===== config.mk =====
export PLATFORM = sky130hd
export DESIGN_NAME = chip_7458_tester_flat
export DESIGN_NICKNAME = d
export VERILOG_FILES = /design/src/rtl/chip_7458_tester_if.sv /design/src/rtl/chip_7458_tester.sv /design/src/flat_wrapper.sv
export SDC_FILE = /design/constraint.sdc
export NUM_CORES = 1
export LEC_CHECK = 0
export ABC_AREA = 0
export CORE_AREA = 8 8 100 93
export DETAILED_ROUTE_END_ITERATION = 12
export DIE_AREA = 0 0 108 101
export PLACE_DENSITY = 0.58
export REMOVE_ABC_BUFFERS = 1
export SLEW_MARGIN = 20
export SYNTH_ARGS = -nofsm -noshare
export SYNTH_HDL_FRONTEND = slang
export SYNTH_SLANG_ARGS = --single-unit

===== constraint.sdc =====
create_clock -name clk -period 3.92 [get_ports clk]
set_input_delay 1.176 -clock clk [delete_from_list [all_inputs] [get_ports clk]]
set_output_delay 1.176 -clock clk [all_outputs]
set_load 0.02 [all_outputs]

===== src/rtl/chip_7458_tester_if.sv =====
// Test-control and chip-pin bundle for chip_7458_tester.
// slave modport: the tester itself (takes start and chip samples, drives pins and verdict).
// master modport: the controlling side plus the attached chip or chip model.
interface chip_7458_tester_if #(
  parameter int ERR_W = 11
);
  logic             start;
  logic             busy;
  logic             done;
  logic             pass;
  logic [5:0]       drv_p1;
  logic [3:0]       drv_p2;
  logic             smp_p1y;
  logic             smp_p2y;
  logic [ERR_W-1:0] err_count;
  logic [9:0]       first_fail_vec;
  logic             first_fail_valid;

  modport slave (
    input  start, smp_p1y, smp_p2y,
    output busy, done, pass, drv_p1, drv_p2,
           err_count, first_fail_vec, first_fail_valid
  );

  modport master (
    output start, smp_p1y, smp_p2y,
    input  busy, done, pass, drv_p1, drv_p2,
           err_count, first_fail_vec, first_fail_valid
  );
endinterface


===== src/rtl/chip_7458_tester.sv =====
// Purpose: sweeps all 1024 input vectors of a dual AND-OR chip and checks both outputs against a golden model.
// Latency: SETTLE_CYCLES+1 cycles per vector; done rises 1024*(SETTLE_CYCLES+1) cycles after start is accepted.
// Backpressure: none; start is only honoured in IDLE/DONE and ignored while busy.
// Ports: clk, rst_n (async active-low); bus (slave modport): start, busy, done, pass, drv_p1/drv_p2 (chip pins),
//        smp_p1y/smp_p2y (chip outputs), err_count, first_fail_vec, first_fail_valid.
// Optional: define CHIP_7458_TESTER_STOP_ON_FAIL_EN to end the run at the first mismatching vector.
module chip_7458_tester #(
  parameter int SETTLE_CYCLES = 2,
  parameter int ERR_W         = 11
) (
  input  logic                clk,
  input  logic                rst_n,
  chip_7458_tester_if.slave   bus
);

  typedef enum logic [1:0] {IDLE, SETTLE, CHECK, DONE} state_t;

  localparam logic [7:0] CNT_LAST = 8'(SETTLE_CYCLES - 1);

  state_t           state;
  logic [9:0]       vec;
  logic [7:0]       cnt;
  logic             busy_q;
  logic             done_q;
  logic             pass_q;
  logic [ERR_W-1:0] err_q;
  logic [9:0]       ffv_q;
  logic             ffvld_q;

  logic exp1;
  logic exp2;
  logic match;
  logic miss;
  logic last;

  assign exp1 = (&vec[2:0]) | (&vec[5:3]);
  assign exp2 = (&vec[7:6]) | (&vec[9:8]);

  assign match = (bus.smp_p1y == exp1) && (bus.smp_p2y == exp2);

  // Written as "match clears miss" so an unknown sample falls through as a mismatch.
  always_comb begin
    miss = 1'b1;
    if (match) miss = 1'b0;
  end

`ifdef CHIP_7458_TESTER_STOP_ON_FAIL_EN
  assign last = miss | (vec == 10'h3ff);
`else
  assign last = (vec == 10'h3ff);
`endif

  always_ff @(posedge clk or negedge rst_n) begin
    if (!rst_n) begin
      state   <= IDLE;
      vec     <= '0;
      cnt     <= '0;
      busy_q  <= 1'b0;
      done_q  <= 1'b0;
      pass_q  <= 1'b0;
      err_q   <= '0;
      ffv_q   <= '0;
      ffvld_q <= 1'b0;
    end else begin
      case (state)
        IDLE, DONE: begin
          if (bus.start) begin
            state   <= SETTLE;
            vec     <= '0;
            cnt     <= '0;
            busy_q  <= 1'b1;
            done_q  <= 1'b0;
            pass_q  <= 1'b0;
            err_q   <= '0;
            ffv_q   <= '0;
            ffvld_q <= 1'b0;
          end
        end
        SETTLE: begin
          cnt <= cnt + 8'd1;
          if (cnt == CNT_LAST) state <= CHECK;
        end
        CHECK: begin
          if (miss) begin
            if (!(&err_q)) err_q <= err_q + 1'b1;
            if (!ffvld_q) begin
              ffv_q   <= vec;
              ffvld_q <= 1'b1;
            end
          end
          if (last) begin
            state  <= DONE;
            busy_q <= 1'b0;
            done_q <= 1'b1;
            // The count can only grow, so this vector's result settles the verdict.
            pass_q <= (err_q == '0) && !miss;
          end else begin
            vec   <= vec + 10'd1;
            cnt   <= '0;
            state <= SETTLE;
          end
        end
        default: state <= IDLE;
      endcase
    end
  end

  assign bus.busy             = busy_q;
  assign bus.done             = done_q;
  assign bus.pass             = pass_q;
  assign bus.drv_p1           = vec[5:0];
  assign bus.drv_p2           = vec[9:6];
  assign bus.err_count        = err_q;
  assign bus.first_fail_vec   = ffv_q;
  assign bus.first_fail_valid = ffvld_q;

endmodule


===== src/flat_wrapper.sv =====
// flat-port wrapper written by rule: the top's interface ports become plain ports
module chip_7458_tester_flat 
#(
  parameter int SETTLE_CYCLES = 2,
  parameter int ERR_W         = 11
)
  (clk, rst_n, bus_start, bus_smp_p1y, bus_smp_p2y, bus_busy, bus_done, bus_pass, bus_drv_p1, bus_drv_p2, bus_err_count, bus_first_fail_vec, bus_first_fail_valid);
  chip_7458_tester_if #(.ERR_W(ERR_W)) bus_i ();
  input  logic clk;
  input  logic rst_n;
  input wire logic [$bits(bus_i.start)-1:0] bus_start;
  input wire logic [$bits(bus_i.smp_p1y)-1:0] bus_smp_p1y;
  input wire logic [$bits(bus_i.smp_p2y)-1:0] bus_smp_p2y;
  output wire logic [$bits(bus_i.busy)-1:0] bus_busy;
  output wire logic [$bits(bus_i.done)-1:0] bus_done;
  output wire logic [$bits(bus_i.pass)-1:0] bus_pass;
  output wire logic [$bits(bus_i.drv_p1)-1:0] bus_drv_p1;
  output wire logic [$bits(bus_i.drv_p2)-1:0] bus_drv_p2;
  output wire logic [$bits(bus_i.err_count)-1:0] bus_err_count;
  output wire logic [$bits(bus_i.first_fail_vec)-1:0] bus_first_fail_vec;
  output wire logic [$bits(bus_i.first_fail_valid)-1:0] bus_first_fail_valid;
  assign bus_i.start = bus_start;
  assign bus_i.smp_p1y = bus_smp_p1y;
  assign bus_i.smp_p2y = bus_smp_p2y;
  assign bus_busy = bus_i.busy;
  assign bus_done = bus_i.done;
  assign bus_pass = bus_i.pass;
  assign bus_drv_p1 = bus_i.drv_p1;
  assign bus_drv_p2 = bus_i.drv_p2;
  assign bus_err_count = bus_i.err_count;
  assign bus_first_fail_vec = bus_i.first_fail_vec;
  assign bus_first_fail_valid = bus_i.first_fail_valid;
  chip_7458_tester #(.SETTLE_CYCLES(SETTLE_CYCLES), .ERR_W(ERR_W)) u_core (.clk(clk), .rst_n(rst_n), .bus(bus_i));
endmodule

# Yosys cells after proc, flatten, opt, wreduce, memory -nomap -nowiden
# Index checks and enable logic that the tools add are counted.
# word_totals
regBits	45
inputBits	5
output_inout_bits	35
word_cells	73
# classes
addsub	3
n_eq_ne	14
muxes	27
bitwise_logic	2
reduce_logical	18
# ops
operator	n
$mux 10	4
$pmux 10 s2	2
$mux 11	3
$pmux 8 s3	1
$pmux 11 s2	1
$mux 8	2
$reduce_and 3->1	5
$add 11x1->11 const B	1
$logic_not 11->1	1
$reduce_and 11->1	1
$add 10x1->10 const B	1
$eq 10x10->1 const B	1
$ne 2x2->1 const B	5
$add 8x1->8 const B	1
$eq 8x1->1 const B	1
$pmux 1 s2	4
$reduce_and 2->1	4
$reduce_and 4->1	2
$mux 1	6
$mux 2	3
$pmux 2 s3	1
$eq 2x2->1 const B	2
$ne 2x1->1 const B	2
$eq 1x1->1	2
other kinds (6)	8

# Depth between registers and ports, before layout
# logic_depth
depth_word	7
ltp_mapped	8
ltp_nobuf	7

# Worst setup path before layout
# Ideal clock, no wire load.
# synth_path
kind	input-to-reg
start	in bus_start
end	reg u_core.err_q[9], in the netlist u_core.bus.err_count[9]
setup_ps	124
t_arrival_ps	2212
t_required_ps	3796
path_slack_ps	1584
stages	6
n_path_buf	1
cell_sequence	mux2i_1 -> inv_1 -> o31ai_4 -> buf_6 -> nor4_1 -> a211o_1
# synth_between
elab_chain_len	2
# synth_lines
item	line_no	source
start, declared	flat_wrapper.sv:11	input wire logic [$bits(bus_i.start)-1:0] bus_start;
$ne 2x2->1 (no source line)	-	
$reduce_and 4->1 (no source line)	-	
end signal, assigned	chip_7458_tester.sv:85	if (!(&err_q)) err_q <= err_q + 1'b1;
end, declared	chip_7458_tester.sv:26	logic [ERR_W-1:0] err_q;
# No other way between the ends.
# A chain may end at the register's enable or synchronous reset.

# Worst setup path after layout
# layout_path
start	in bus_smp_p2y
end	reg u_core.err_q[3], in the netlist u_core.bus.err_count[3]
# layout_between
elab_chain_len	4
# layout_lines
item	line_no	source
start, declared	flat_wrapper.sv:13	input wire logic [$bits(bus_i.smp_p2y)-1:0] bus_smp_p2y;
$eq 1x1->1	chip_7458_tester.sv:39	assign match = (bus.smp_p1y == exp1) && (bus.smp_p2y == exp2);
$logic_and 1x1->1	chip_7458_tester.sv:39	
$ne 2x2->1 (no source line)	-	
$reduce_and 4->1 (no source line)	-	
# No other way between the ends.

==> impl_metrics.py <==
metrics = {
    "floorplan": {
        "fp.coreArea_um2": 7720,
        "die_y_um": 101,
        "ios": 40,
        "die_area_um2": 10900,
        "start_util_pct": 33.6,
        "rows": 31,
        "die_w_um": 108,
    },
    "setup_path": {
        "critPathTopFamily": "compound AO/OA/AOI/OAI gates",
        "crit_chain": "clkdlybuf4s50_1, xnor2_2, o31ai_4, or2_1, o311ai_2",
        "rrSetupSlack_ps": 1100,
        "cp_slowest_stage_delay_ps": 760,
        "r2r-end": "u_core.bus.err_count[3]",
        "worstPathRequired_ps": 4100,
        "reg2reg_depth": 7,
        "startpoint_type": "input port",
        "regToRegStartpoint": "u_core.vec[0]",
        "cp.arrival_ps": 3240,
        "cp_max_fo": 21,
        "setup.worst_path.end_class": "register",
        "cp_slowest_cell": "o31ai_4",
        "cp_num_buf_inv": 1,
        "critPathKind": "in -> reg",
    },
    "routing": {
        "firstDrtPassIters": 4,
        "first_iter_violations": 137,
        "wl_per_cell_um": 15.8,
        "ant_nets": 0,
        "vias": 2126,
        "drt-total-wl_um": 6300,
        "vias_per_cell": 5.32,
        "drc": 0,
    },
    "global_route": {
        "grt_start_max_net_pins": 46,
        "grt-ovfl-total": 0,
        "antenna_found_initial": 0,
        "grt_util_all_layers_pct": 12.2,
        "grt_pass1_vias": 2090,
        "grt_first_pass_wirelength_um": 10700,
    },
    "placed_design": {
        "io_buffers": 39,
        "dp.cells": 392,
        "routabilityCongestion": 0.776,
        "hpwl_um": 4460,
        "dpl_worst_slack_ps": 532,
        "dpl-instance-area_um2": 3030,
    },
    "flow_run": {
        "drv_cap": 0,
    },
    "sta": {
        "setup_violations": 0,
        "worst_pin_slew_ps": 950,
        "maxSlewHeadroom_pct": 36.0,
        "finClkSkew_ps": 9.29,
        "finalCritPeriodShare_pct": 78.0,
        "period_needed_ps": 3060,
        "setup_ws_ps": 861,
        "fmax_mhz": 327,
        "finalHoldViolCount": 0,
        "tns_ps": 0,
        "rsz0062_at_grt": "no",
        "final_max_slew_viol_count": 0,
    },
    "synthesis": {
        "syn_inst": 267,
        "synth_cell_types": 47,
        "synth_top_flop_cell": "dfrtp_1",
        "synth_area_per_cell_um2": 9.71,
        "synthArstFlopShare_pct": 100,
        "synthTopCellsByArea": "dfrtp_1, ha_1, nand2_1",
        "yosys.area.top_type": "dfrtp_1",
        "synth_seq_area_share_pct": 43.4,
        "synth_top_area_share_pct": 43.4,
        "synth_edf_count": 0,
        "yosys_warnings": 0,
        "syn_area_um2": 2590,
        "ys_ff_latch": 45,
    },
    "layout": {
        "fin_cells": 400,
        "syn_to_final_growth_pct": 20.2,
        "layout_common_cells": "dfrtp_1, clkdlybuf4s50_1, nand2_1",
        "drive_gt1_share_pct": 7.64,
        "final_nets": 314,
        "final_cell_area_um2": 3120,
        "final_common_cell": "dfrtp_1",
        "antenna_cells": 0,
        "nFillCells": 790,
    },
    "cts": {
        "clk-insertion-delay-late_ps": 300,
        "cts-resized-gates": 0,
        "clk_path_buf_depth": 2,
        "cts_tree": "built",
        "cts_made_buffers": 5,
        "htreeDepth": 2,
        "post-cts-setup-buffer-count": 0,
        "cts.sinks": 45,
        "cts_root_buf": "clkbuf_8",
        "cts.clk_slew.worst_paths_ps": 90,
        "cts_hold_buffers": 0,
    },
    "pwr": {
        "power_density_nw_per_um2": 441,
        "leakage_nw": 1.33,
        "vdd_drop_max_mv": 0.195,
        "p_total_mw": 1.38,
    },
    "min_path": {
        "holdCritStartpoint": "u_core.cnt[6]",
        "whs_path_depth": 1,
        "hold_path_end": "u_core.cnt[6]",
        "hp-class": "reg -> reg",
    },
    "status": {
        "status": "complete, no violations",
    },
}
[sequential cells by signal, indices dropped and copies added (netlist names)]
name and flops:
u_core.bus.err_count 11, u_core.bus.first_fail_valid 1, u_core.bus.pass 1, u_core.vec 10
u_core.bus.done 1, u_core.cnt 8, u_core.bus.first_fail_vec 10, u_core.bus.busy 1
u_core.state 2
[Yosys cell counts (3+ instances only)]
cell type,number
or2_1,3
a211o_1,6
nand2_1,28
inv_1,9
and2_1,5
and3_1,8
a21oi_1,8
o21a_1,12
nand2b_1,6
clkbuf_1,4
nand4_1,4
o21ai_0,11
nor3_1,4
buf_2,6
nand3_1,14
dfrtp_1,45
nor4_1,9
buf_6,3
o311ai_2,3
a31o_1,10
nor2_1,11
o31ai_1,10
ha_1,9
o21ai_1,13
[stage by stage]
| step | util [%] | hold slack [ps] |
|---|---|---|
| after floorplan | - | 464 |
| after global routing | 40.4 | 544 |
| after global placement | 39.2 | 500 |
| after detailed placement | 39.2 | 495 |
| final | 40.4 | 520 |
| after CTS | 40.4 | 514 |
[cell type report]
type / count / area [um2] / share of cell area [%]
timing repair buffer: 40 / 395 / 12.7
multi-input combinational: 199 / 1350 / 43.3
clock buffer: 6 / 72.6 / 2.33
inverter: 9 / 33.8 / 1.08
clock inverter: 2 / 15.0 / 0.482
sequential: 45 / 1130 / 36.1
tap: 99 / 124 / 3.97
[per-layer routing]
layer	vias to the layer above	part of all wire [%]	global-route usage (%)
li1	1054	-	-
met1	1034	49	16.6
met2	33	46	18.3
met3	5	5.0	3.71
met4	0	0.71	2.67
met5	-	0	0
[report_power, final]
| group | switching [mW] | total (mW) | internal, mW |
|---|---|---|---|
| Clock | 0.167 | 0.293 | 0.126 |
| Combinational | 0.366 | 0.531 | 0.165 |
| Sequential | 0.0484 | 0.552 | 0.503 |
[kinds of logic (layout without fill, tap and decap cells)]
kind of cell             count (synthesis)  count (layout)  share of synthesized area, %
multiplexers                             1               1                         0.386
AND/OR/NAND/NOR                        102             102                          20.9
AO/OA/AOI/OAI                           85              85                          25.2
adder cells (fa/ha/maj)                  9               9                          4.34
buffers and inverters                   23              57                          4.49
flip-flops                              45              45                          43.4
XOR/XNOR                                 2               2                          1.25
[how the worst max path moves through the flow]
stage,cells past startpoint,from,end
6_report,5,bus_smp_p2y,u_core.bus.err_count[3]
5_1_grt,5,bus_smp_p2y,u_core.bus.err_count[7]
4_1_cts,5,bus_smp_p2y,u_core.bus.err_count[3]
3_5_place_dp,5,bus_smp_p2y,u_core.bus.err_count[3]
3_3_place_gp,5,bus_smp_p2y,u_core.bus.err_count[3]
2_1_floorplan,6,u_core.state[0],u_core.bus.err_count[3]
Note: power is estimated with default switching activity, not from simulation.
